`src/rtl/tap_dl_pkg.sv`:
```
// ============================================================================
// Module : tap_dl_pkg
// Brief  : Shared width derivations and FSM encoding for the tap delay line.
// Rev    : 1.0  initial release
// ============================================================================
`default_nettype none

package tap_dl_pkg;

   typedef enum logic [0:0] {
      ST_IDLE   = 1'b0,
      ST_STREAM = 1'b1
   } tap_state_e;

   function automatic int calc_ch_w(input int num_ch);
      return (num_ch <= 2) ? 1 : $clog2(num_ch);
   endfunction

   function automatic int calc_idx_w(input int depth);
      return (depth <= 2) ? 1 : $clog2(depth);
   endfunction

   function automatic int calc_nbeat(input int depth, input int sym);
      return (sym != 0) ? (depth + 1) / 2 : depth;
   endfunction

endpackage

`default_nettype wire

```
`src/rtl/tap_dl_bank.sv`:
```
// ============================================================================
// Module : tap_dl_bank
// Brief  : One channel circular sample buffer with two combinational read ports.
// Rev    : 1.0  initial release
// ============================================================================
`default_nettype none

module tap_dl_bank #(
   parameter int WIDTH = 3,
   parameter int DEPTH = 33,
   parameter int IDX_W = 6
) (
   input  logic             clk_i,
   input  logic             rst_i,
   input  logic             flush_i,
   input  logic             wr_en_i,
   input  logic [WIDTH-1:0] wr_data_i,
   input  logic [IDX_W-1:0] rd_addr_a_i,
   input  logic [IDX_W-1:0] rd_addr_b_i,
   output logic [WIDTH-1:0] rd_data_a_o,
   output logic [WIDTH-1:0] rd_data_b_o,
   output logic [IDX_W-1:0] wptr_o,
   output logic             primed_o
);

   localparam int              FILL_W     = $clog2(DEPTH + 1);
   localparam logic [FILL_W-1:0] C_FULL   = FILL_W'(DEPTH);
   localparam logic [IDX_W-1:0]  C_LAST   = IDX_W'(DEPTH - 1);

   logic [WIDTH-1:0]  mem_q [DEPTH];
   logic [IDX_W-1:0]  wptr_q;
   logic [FILL_W-1:0] fill_q;

   always_ff @(posedge clk_i or posedge rst_i) begin
      if (rst_i) begin
         for (int i = 0; i < DEPTH; i++) mem_q[i] <= '0;
         wptr_q <= '0;
         fill_q <= '0;
      end else if (flush_i) begin
         for (int i = 0; i < DEPTH; i++) mem_q[i] <= '0;
         wptr_q <= '0;
         fill_q <= '0;
      end else if (wr_en_i) begin
         mem_q[wptr_q] <= wr_data_i;
         wptr_q        <= (wptr_q == C_LAST) ? '0 : wptr_q + 1'b1;
         if (fill_q != C_FULL) fill_q <= fill_q + 1'b1;
      end
   end

   assign rd_data_a_o = (rd_addr_a_i <= C_LAST) ? mem_q[rd_addr_a_i] : '0;
   assign rd_data_b_o = (rd_addr_b_i <= C_LAST) ? mem_q[rd_addr_b_i] : '0;
   assign wptr_o      = wptr_q;
   assign primed_o    = (fill_q == C_FULL);

endmodule

`default_nettype wire

```
`src/rtl/tap_delay_line_mc.sv`:
```
// ============================================================================
// Module : tap_delay_line_mc
// Brief  : Multi-channel FIR tap delay line streaming taps to a shared MAC.
// Rev    : 1.0  initial release
// ============================================================================
`default_nettype none

module tap_delay_line_mc import tap_dl_pkg::*; #(
   parameter int WIDTH  = 3,
   parameter int DEPTH  = 33,
   parameter int NUM_CH = 2,
   parameter int SYM    = 1,
   localparam int CH_W  = calc_ch_w(NUM_CH),
   localparam int IDX_W = calc_idx_w(DEPTH)
) (
   input  logic              iClk12M,
   input  logic              iRst,
   input  logic              iFlush,
   input  logic              iInValid,
   input  logic [CH_W-1:0]   iInCh,
   input  logic [WIDTH-1:0]  iInData,
   output logic              oInReady,
   input  logic              iRdStart,
   input  logic [CH_W-1:0]   iRdCh,
   output logic              oBusy,
   output logic              oTapValid,
   input  logic              iTapReady,
   output logic [WIDTH-1:0]  oTapA,
   output logic [WIDTH-1:0]  oTapB,
   output logic [IDX_W-1:0]  oTapIdx,
   output logic              oTapLast,
   output logic              oTapMid,
   output logic [NUM_CH-1:0] oPrimed
);

   localparam int               NBEAT       = calc_nbeat(DEPTH, SYM);
   localparam logic [IDX_W:0]   C_DEPTH     = (IDX_W+1)'(DEPTH);
   localparam logic [IDX_W:0]   C_DEPTH_M1  = (IDX_W+1)'(DEPTH - 1);
   localparam logic [IDX_W-1:0] C_LAST_PTR  = IDX_W'(DEPTH - 1);
   localparam logic [IDX_W-1:0] C_LAST_BEAT = IDX_W'(NBEAT - 1);
   localparam logic [CH_W:0]    C_NUM_CH    = (CH_W+1)'(NUM_CH);
   localparam logic             C_MID_EN    = (SYM != 0) && ((DEPTH % 2) == 1);

   tap_state_e       state_q, state_d;
   logic [CH_W-1:0]  ch_q, ch_d;
   logic [IDX_W-1:0] base_q, base_d, k_q, k_d;
   logic [WIDTH-1:0] tap_a_q, tap_a_d, tap_b_q, tap_b_d;
   logic             last_q, last_d, mid_q, mid_d;

   logic [WIDTH-1:0] w_bank_a    [NUM_CH];
   logic [WIDTH-1:0] w_bank_b    [NUM_CH];
   logic [IDX_W-1:0] w_bank_wptr [NUM_CH];
   logic [NUM_CH-1:0] w_primed;

   logic w_busy, w_in_ch_ok, w_rd_ch_ok, w_wr_ok, w_start, w_hs, w_same_wr, w_beat_mid;
   logic [CH_W-1:0]  w_sel_ch;
   logic [IDX_W-1:0] w_wp, w_snap, w_rd_base, w_rd_k, w_addr_a, w_addr_b;
   logic [IDX_W:0]   w_sum_a, w_sum_b, w_mod_a, w_mod_b;
   logic [WIDTH-1:0] w_rd_a, w_rd_b, w_beat_a, w_beat_b;

   assign w_busy     = (state_q == ST_STREAM);
   assign w_in_ch_ok = ({1'b0, iInCh} < C_NUM_CH);
   assign w_rd_ch_ok = ({1'b0, iRdCh} < C_NUM_CH);
   assign oInReady   = !(w_busy && (iInCh == ch_q));
   assign w_wr_ok    = iInValid && oInReady && w_in_ch_ok && !iFlush;
   assign w_start    = !iFlush && !w_busy && iRdStart && w_rd_ch_ok;
   assign w_hs       = w_busy && iTapReady;

   for (genvar g = 0; g < NUM_CH; g++) begin : g_bank
      tap_dl_bank #(
         .WIDTH (WIDTH),
         .DEPTH (DEPTH),
         .IDX_W (IDX_W)
      ) u_bank (
         .clk_i       (iClk12M),
         .rst_i       (iRst),
         .flush_i     (iFlush),
         .wr_en_i     (w_wr_ok && (iInCh == CH_W'(g))),
         .wr_data_i   (iInData),
         .rd_addr_a_i (w_addr_a),
         .rd_addr_b_i (w_addr_b),
         .rd_data_a_o (w_bank_a[g]),
         .rd_data_b_o (w_bank_b[g]),
         .wptr_o      (w_bank_wptr[g]),
         .primed_o    (w_primed[g])
      );
   end

   // Start snapshot counts a same-cycle write to the started channel, whose
   // data is bypassed into beat 0 because the bank has not stored it yet.
   always_comb begin
      w_same_wr = w_wr_ok && (iInCh == iRdCh);
      w_wp      = w_bank_wptr[iRdCh];
      w_snap    = w_same_wr ? ((w_wp == C_LAST_PTR) ? '0 : w_wp + 1'b1) : w_wp;
      w_sel_ch  = w_busy ? ch_q : iRdCh;
      w_rd_base = w_busy ? base_q : w_snap;
      w_rd_k    = w_busy ? k_q + 1'b1 : '0;
      w_sum_a   = {1'b0, w_rd_base} + C_DEPTH_M1 - {1'b0, w_rd_k};
      w_sum_b   = {1'b0, w_rd_base} + {1'b0, w_rd_k};
      w_mod_a   = (w_sum_a >= C_DEPTH) ? w_sum_a - C_DEPTH : w_sum_a;
      w_mod_b   = (w_sum_b >= C_DEPTH) ? w_sum_b - C_DEPTH : w_sum_b;
      w_addr_a  = w_mod_a[IDX_W-1:0];
      w_addr_b  = w_mod_b[IDX_W-1:0];
      w_rd_a    = w_bank_a[w_sel_ch];
      w_rd_b    = w_bank_b[w_sel_ch];
      w_beat_mid = C_MID_EN && (w_rd_k == C_LAST_BEAT);
      w_beat_a  = (!w_busy && w_same_wr) ? iInData : w_rd_a;
      w_beat_b  = ((SYM != 0) && !w_beat_mid) ? w_rd_b : '0;
   end

   always_ff @(posedge iClk12M or posedge iRst) begin
      if (iRst) begin
         state_q <= ST_IDLE;
         ch_q    <= '0;
         base_q  <= '0;
         k_q     <= '0;
         tap_a_q <= '0;
         tap_b_q <= '0;
         last_q  <= 1'b0;
         mid_q   <= 1'b0;
      end else begin
         state_q <= state_d;
         ch_q    <= ch_d;
         base_q  <= base_d;
         k_q     <= k_d;
         tap_a_q <= tap_a_d;
         tap_b_q <= tap_b_d;
         last_q  <= last_d;
         mid_q   <= mid_d;
      end
   end

   always_comb begin
      state_d = state_q;
      if (iFlush) begin
         state_d = ST_IDLE;
      end else begin
         case (state_q)
            ST_IDLE:   if (w_start) state_d = ST_STREAM;
            ST_STREAM: if (w_hs && last_q) state_d = ST_IDLE;
            default:   state_d = ST_IDLE;
         endcase
      end
   end

   always_comb begin
      ch_d    = ch_q;
      base_d  = base_q;
      k_d     = k_q;
      tap_a_d = tap_a_q;
      tap_b_d = tap_b_q;
      last_d  = last_q;
      mid_d   = mid_q;
      if (iFlush || (w_hs && last_q)) begin
         k_d     = '0;
         tap_a_d = '0;
         tap_b_d = '0;
         last_d  = 1'b0;
         mid_d   = 1'b0;
      end else if (w_start || w_hs) begin
         if (w_start) begin
            ch_d   = iRdCh;
            base_d = w_snap;
         end
         k_d     = w_rd_k;
         tap_a_d = w_beat_a;
         tap_b_d = w_beat_b;
         last_d  = (w_rd_k == C_LAST_BEAT);
         mid_d   = w_beat_mid;
      end
   end

   always_comb begin
      oBusy     = w_busy;
      oTapValid = w_busy;
      oTapA     = tap_a_q;
      oTapB     = tap_b_q;
      oTapIdx   = k_q;
      oTapLast  = last_q;
      oTapMid   = mid_q;
      oPrimed   = w_primed;
   end

endmodule

`default_nettype wire

```
`config.mk`:
```
export PLATFORM = sky130hd
export DESIGN_NAME = tap_delay_line_mc
export DESIGN_NICKNAME = d
export VERILOG_FILES = /design/src/rtl/tap_dl_pkg.sv /design/src/rtl/tap_dl_bank.sv /design/src/rtl/tap_delay_line_mc.sv
export SDC_FILE = /design/constraint.sdc
export NUM_CORES = 1
export LEC_CHECK = 0
export CORE_UTILIZATION = 56
export DETAILED_ROUTE_END_ITERATION = 8
export HOLD_SLACK_MARGIN = 0.1
export PLACE_DENSITY = 0.71
export REMOVE_ABC_BUFFERS = 1
export SLEW_MARGIN = 20
export SYNTH_ARGS = -nofsm -noshare
export SYNTH_HDL_FRONTEND = slang
export SYNTH_SLANG_ARGS = --single-unit
```
`constraint.sdc`:
```
create_clock -name iClk12M -period 9.3 [get_ports iClk12M]
set_input_delay 1.395 -clock iClk12M [delete_from_list [all_inputs] [get_ports iClk12M]]
set_output_delay 1.395 -clock iClk12M [all_outputs]
set_load 0.05 [all_outputs]
```
* Word level (Yosys, flattened, before mapping)
Cells that the tools add are included.
** Storage, ports and cells
- Flip-flop bits (word level) :: 243
- Input bits :: 11
- Output and inout bits :: 19
- Logic and storage cells :: 213
** Operators by class
- $add $sub $neg :: 11
- $lt $le $gt $ge :: 12
- Equality and inequality tests :: 10
- Mux-type cells :: 68
- Bitwise logic cells :: 9
- Reductions and logical operators :: 26
** Operators with widths (number)
- $mux 99 :: 4
- $bwmux 99 :: 2
- $mux 6 :: 23
- $mux 3 :: 26
- $bmux 3 s6 :: 4
- $add 6x1->6 const B :: 6
- $demux 3 s6 :: 2
- $eq 6x6->1 const B :: 5
- $ge 7x7->1 const B :: 4
- $not 6->7 :: 4
- $ge 7x6->1 const B :: 2
- $lt 7x1->1 const B :: 2
- $logic_and 1x1->1 :: 13
- $le 6x6->1 const B :: 2
- $ne 6x6->1 const B :: 2
- $sub 6x6->6 const B :: 2
- $reduce_bool 2->1 :: 5
- $add 6x6->7 :: 1
- $add 6x6->7 const B :: 1
- $sub 7x6->7 :: 1
- $eq 6x5->1 const B :: 1
- $mux 1 :: 6
- $ge 2x2->1 const B :: 2
- $not 1->2 :: 2
- 7 further kinds :: 14

* Logic depth before layout (Yosys ltp)
Gate-level depths: netlist of the first run.
- Word-level depth :: 23
- Depth in mapped cells :: 28

* Modules after synthesis
Synthesis of the first run repeated with hierarchy kept, for this count alone.
** Second synthesis, totals
- Cells, all modules :: 1718
- Area, all modules :: 16118.0 µm²
** By module, submodules not included
- tap_dl_bank at g_bank[0].u_bank :: instances 1, cells an instance 719, area each 6897.9 µm², seq. area each 2777.7 µm²
- tap_dl_bank at g_bank[1].u_bank :: instances 1, cells an instance 718, area each 6885.4 µm², seq. area each 2777.7 µm²
- tap_delay_line_mc :: instances 1, cells an instance 281, area each 2334.7 µm², seq. area each 525.5 µm²

* Worst setup path before layout of the first run
Ideal clock, no wire load.
- Path kind :: in2reg
- From :: in iInCh
- To :: reg tap_a_q[0] (netlist: oTapA[0])
- Library setup time :: 0.138 ns
- Arrival time :: 6.586 ns
- Slack :: 2.576 ns
- Stages :: 23
- Cells stage by stage :: clkbuf_1 -> xnor2_1 -> nand2_1 -> nand2_1 -> nor2_1 -> and2_1 -> nand2_1 -> mux2i_1 -> mux2_2 -> ha_1 -> fa_1 -> or3b_4 -> nor3_2 -> a21boi_1 -> o41ai_1 -> or2_2 -> buf_4 -> buf_2 -> a221oi_1 -> o21ai_0 -> and3_1 -> o41ai_1 -> a32oi_1
** On the way
- Cells in the longest elaborated chain, start to end :: 23
- Elaborated cells on any way between the ends :: 31
- Classes of those cells :: add/sub: 3; order compare: 2; eq/ne: 2; mux: 17; bitwise: 1; reduce/logical: 6
** Ends and longest elaborated chain
- start, declared :: line tap_delay_line_mc.sv:20 : input logic [CH_W-1:0] iInCh,
- $eq 1x1->1 (*) :: line tap_delay_line_mc.sv:64 : assign oInReady = !(w_busy && (iInCh == ch_q));
- $logic_and 1x1->1 (*) :: line tap_delay_line_mc.sv:64
- $logic_not 1->1 (*) :: line tap_delay_line_mc.sv:64
- named net oInReady :: line tap_delay_line_mc.sv:22 : output logic oInReady,
- $logic_and 1x1->1 (*) (2 in a row) :: line tap_delay_line_mc.sv:65 : assign w_wr_ok = iInValid && oInReady && w_in_ch_ok && !iFlush;
- $logic_and 1x1->1 (*) :: line tap_delay_line_mc.sv:92 : w_same_wr = w_wr_ok && (iInCh == iRdCh);
- $mux 6 :: line tap_delay_line_mc.sv:94 : w_snap = w_same_wr ? ((w_wp == C_LAST_PTR) ? '0 : w_wp + 1'b1) : w_wp;
- $mux 6 :: line tap_delay_line_mc.sv:96 : w_rd_base = w_busy ? base_q : w_snap;
- [... 4 more ...]
- $not 6->7 (implied by the code) :: line tap_dl_bank.sv:50 : assign rd_data_a_o = (rd_addr_a_i <= C_LAST) ? mem_q[rd_addr_a_i] : '0;
- $bmux 3 s6 :: line tap_dl_bank.sv:50
- $mux 3 (implied by the code) (2 in a row) :: line tap_dl_bank.sv:50
- $mux 3 :: line tap_dl_bank.sv:50
- $mux 3 (implied by the code) (3 in a row) :: line tap_delay_line_mc.sv:104 : w_rd_a = w_bank_a[w_sel_ch];
- $mux 3 (*) :: line tap_delay_line_mc.sv:107 : w_beat_a = (!w_busy && w_same_wr) ? iInData : w_rd_a;
- $mux 3 (*) :: line tap_delay_line_mc.sv:160 : end else if (w_start || w_hs) begin
- $mux 3 (*) :: line tap_delay_line_mc.sv:154 : if (iFlush || (w_hs && last_q)) begin
- end signal, assigned :: line tap_delay_line_mc.sv:126 : tap_a_q <= tap_a_d;
- end, declared :: line tap_delay_line_mc.sv:47 : logic [WIDTH-1:0] tap_a_q, tap_a_d, tap_b_q, tap_b_d;
The timed path passes the listed nets; every way through them passes the cells marked *. The select of a mux whose other input is x is not followed.
A chain may end at the register's enable or synchronous reset.

* Final worst setup path of the first run
- From :: in iRdCh
- To :: reg tap_a_q[2] (netlist: oTapA[2])
** On the way
- Cells in the longest elaborated chain, start to end :: 23
- Elaborated cells on any way between the ends :: 35
- Classes of those cells :: add/sub: 4; order compare: 2; eq/ne: 2; mux: 22; bitwise: 3; reduce/logical: 2
** Ends and longest elaborated chain
- start, declared :: line tap_delay_line_mc.sv:24 : input logic [CH_W-1:0] iRdCh,
- $not 1->2 (implied by the code) :: line tap_delay_line_mc.sv:93 : w_wp = w_bank_wptr[iRdCh];
- $mux 6 (implied by the code) (3 in a row) :: line tap_delay_line_mc.sv:93
- $add 6x1->6 / $eq 6x6->1 (equally long branches) :: line tap_delay_line_mc.sv:94
- $mux 6 (2 in a row) :: line tap_delay_line_mc.sv:94
- $mux 6 :: line tap_delay_line_mc.sv:96
- $add 6x6->7 :: line tap_delay_line_mc.sv:98 : w_sum_a = {1'b0, w_rd_base} + C_DEPTH_M1 - {1'b0, w_rd_k};
- $sub 7x6->7 :: line tap_delay_line_mc.sv:98
- $sub 6x6->6 / $ge 7x6->1 (equally long branches) :: line tap_delay_line_mc.sv:100 : w_mod_a = (w_sum_a >= C_DEPTH) ? w_sum_a - C_DEPTH : w_sum_a;
- $mux 6 :: line tap_delay_line_mc.sv:100
- $not 6->7 (implied by the code) :: line tap_dl_bank.sv:50
- $bmux 3 s6 :: line tap_dl_bank.sv:50
- $mux 3 (implied by the code) (2 in a row) :: line tap_dl_bank.sv:50
- $mux 3 :: line tap_dl_bank.sv:50
- $mux 3 (implied by the code) (3 in a row) :: line tap_delay_line_mc.sv:104
- $mux 3 (*) :: line tap_delay_line_mc.sv:107
- $mux 3 (*) :: line tap_delay_line_mc.sv:160
- $mux 3 (*) :: line tap_delay_line_mc.sv:154
Mark *: on every way between the ends. The rest lies on a longest branch, timed or not. The select of a mux whose other input is x is not followed.

==> flow_summary.ini, run 1 <==
[status]
status = finished with violations
violations = design-rule violations

[sta]
finalHoldViolCount = 0
fin_skew_ns = 0.04387
slew_viol_final = 0
fin_ws_ns = 1.202
setup_viol = 0
worst_hold_slack_ns = 0.4791
tightestPinTransition_ns = 1.157
min_period_ns = 8.098
relSlewSlack_pct = 22.33
post-route-period-util_pct = 87.08
clock.fmax_mhz = 123.5
finalSetupTns_ns = 0
rsz0062_at_grt = false

[floorplanning]
die_width_um = 175.4
coreArea_mm2 = 0.02964
fp.dieH_um = 175.4
placementRows = 63
die-area_mm2 = 0.03077
start_util_pct = 56.82
io_pins = 30

[cts]
clkLatencyLatePin_ns = 0.60
postCtsHoldBufs = 0
cts_max_level = 1
postCtsSetupBuffers = 0
cts_tree = built
cts.sinks = 243
cts_root_buffer = clkbuf_16
cts_buffers = 28
clk_path_buf_depth = 3
clk_pin_slew_ns = 0.06
cts_resized = 0

[place]
portBuffers = 29
finalWeightedCongestion = 1.059
dpl_worst_slack_ns = 0.8083
dpl.hpwl_um = 44880

[synthesis]
synth_ff_type = dfrtp_1
syn_area_per_cell_um2 = 8.243
synth-edff-count = 0
yosysTopAreaCell = dfrtp_1
synthSimpleGateAreaFrac_pct = 18.60
synth_compound_area_share_pct = 25.61
syn_area_mm2 = 0.01684
synthTopCellsByArea = dfrtp_1, mux2i_1, nand2_1, o21ai_0, a21oi_1
synth-seq-cells = 243
synth_xor_area_share_pct = 1.456
synthArstFlopShare_pct = 100.0
synth_cells = 2043
synth_top_family_by_area = compound AO/OA/AOI/OAI gates
post_synth_fa_ha_maj_area_fraction_pct = 2.615
synthMuxAreaShare_pct = 10.65
ys_seq_area_share_pct = 36.11
synth_warnings = 0
synth_cell_type_count = 88
synth_top_area_share_pct = 36.11

[grt]
antenna_found_initial = 1
track_usage_pct = 41.53
grt_max_degree = 100
grt_pass1_vias = 15730
grt_first_pass_wirelength_um = 97660
grt_overflow = 0

[layout]
diodes = 0
drive_above_1_share_pct = 8.887
syn2layout_area_growth_pct = 9.406
utilization_pct = 62.16
final_common_cell = nand2_1
most-common-layout-cells = nand2_1, dfrtp_1, o21ai_0
nNetsFinal = 2026

[min_path]
holdPathEnd = base_q[3]$_DFFE_PP0P_
whs_path_depth = 2
min_path_type = flip-flop to flip-flop
min-delay-start = base_q[3]$_DFFE_PP0P_

[critical_path]
cpPeakStageDelay_ns = 0.84
crit_type = primary input to flip-flop
path_cells = clkdlybuf4s50_1 > mux2i_1 > ha_1 > o21ai_0 > o21ai_0 > ha_1 > ha_1 > inv_1 > ha_1 > inv_1 > a31oi_1 > a31oi_1 > nand2_1 > mux2_2 > o21ai_0 > o221ai_1 > a31oi_1 > o21ai_1
crit_slowest_cell = clkdlybuf4s50_1
cp.required_ns = 9.74
critPathMaxFanout = 17
arrival_ns = 8.54
startpoint_type = primary input
r2r-end = oTapA[2]$_DFFE_PP0P_
cpMostUsedCell = ha_1
end_kind = flip-flop
r2r_cells = 19
regToRegSetupSlack_ns = 2.03
timing.rr.start = oBusy$_DFF_PP0_

[route]
dr.pass1.iters = 9
drt_wl_total_um = 63640
num_vias = 16870
ant_nets = 0
drt_iter0_drc = 2255
wl_per_cell_um = 26.59
drcViolationCount = 8
vias_per_cell = 7.050

[power_and_ir_drop]
leakagePower_nw = 7.441
power_density_mw_per_mm2 = 194.8
vdd_drop_max_mv = 0.1588

[flow_run]
maxCapViolCount = 0
layout make-up:
type / count / area [µm²]
clock buffer: 36 / 800.8
clock inverter: 16 / 279.0
fill: 2659 / 11210
inverter: 32 / 127.6
multi-input combinational: 1596 / 9981
sequential: 243 / 6081
tap: 390 / 488.0
timing repair buffer: 80 / 666.9
cells in the mapped netlist (10+ instances only):
master / n
nand2_1: 309
dfrtp_1: 243
o21ai_0: 215
a21oi_1: 206
nor2_1: 154
clkbuf_1: 130
mux2i_1: 124
nand3_1: 77
and3_1: 33
ha_1: 32
inv_1: 30
a221oi_1: 26
a211oi_1: 24
mux2_2: 21
a2111oi_0: 20
buf_2: 20
a31oi_1: 19
nor3_1: 19
nand4_1: 16
xor2_1: 16
mux4_2: 14
buf_1: 13
nand2b_1: 12
o211ai_1: 12
xnor2_1: 12
nor2b_1: 11
nor4_1: 11
a22o_1: 10
a22oi_1: 10
worst max-delay path: cells and delay by family:
kind | cells | cell delay (ns)
compound gates | 8 | 1.89
mux | 2 | 0.83
fa+ha+maj | 4 | 2.26
simple gates | 1 | 0.79
buf+inv | 3 | 1.32
sequential cells by signal (all words and copies together) (netlist names), 3 cells and up:
signal,flops
oTapIdx,6
oTapB,3
base_q,6
oTapA,3
g_bank.u_bank.mem_q,198
g_bank.u_bank.fill_q,12
g_bank.u_bank.wptr_o,12
power breakdown:
group          leakage (nW)  total, W  switching (W)  internal, W
Combinational          3.54   0.00122       0.000844     0.000377
Clock                 0.516   0.00128       0.000501     0.000781
Sequential             3.39   0.00109      0.0000186      0.00107
routing by layer:
layer	up-vias	track usage (%)	routed length, µm
met5	-	1.282	69
met4	4	16.05	2738
met3	181	9.372	7250
met2	1141	62.93	27850
met1	8152	57.65	25730
li1	7392	-	-
logic make-up (layout without fill, tap and decap cells):
logic type / after synthesis / after routing
and+or+nand+nor: 695 / 695
AOI/OAI and AO/OA: 680 / 680
DFF: 243 / 243
buffers and inverters: 204 / 164
muxes: 159 / 159
adders and majority gates: 34 / 34
xor gates and xnor gates: 28 / 28
metrics by stage:
step	instance area, µm²	cells	total power (W)
6_report	18420	2393	0.003589
5_1_grt	18420	2393	0.003676
4_1_cts	18410	2393	0.003535
3_5_place_dp	17330	2341	0.002266
3_3_place_gp	17310	2340	0.002251
2_1_floorplan	16120	1871	0.001780
how the worst max path moves through the flow:
| stage | end | start | slack, ns |
|---|---|---|---|
| final | oTapA[2]$_DFFE_PP0P_ | iRdCh | 1.20 |
| after global routing | oTapA[2]$_DFFE_PP0P_ | iInCh | 0.75 |
| after CTS | oTapA[2]$_DFFE_PP0P_ | iRdCh | 1.38 |
| after detailed placement | oTapA[2]$_DFFE_PP0P_ | iRdCh | 0.81 |
| after global placement | oTapA[2]$_DFFE_PP0P_ | iRdCh | 0.87 |
| after floorplan | base_q[0]$_DFFE_PP0P_ | iRst | 1.23 |
No activity file was read; power rests on OpenSTA's default activity.
==> inputs of run 2 (changes only) <==
==> constraint.sdc (replaced) <==
create_clock -name iClk12M -period 9.3 [get_ports iClk12M]
set_input_delay 1.395 -clock iClk12M [delete_from_list [all_inputs] [get_ports iClk12M]]
set_output_delay 1.395 -clock iClk12M [all_outputs]
set_load 0.005 [all_outputs]
==> results of run 2 <==
The final DEF is identical to that of run 1. Status: finished with violations: design-rule violations.
Main changes from that run: total power 0.003589 W -> 0.003565 W
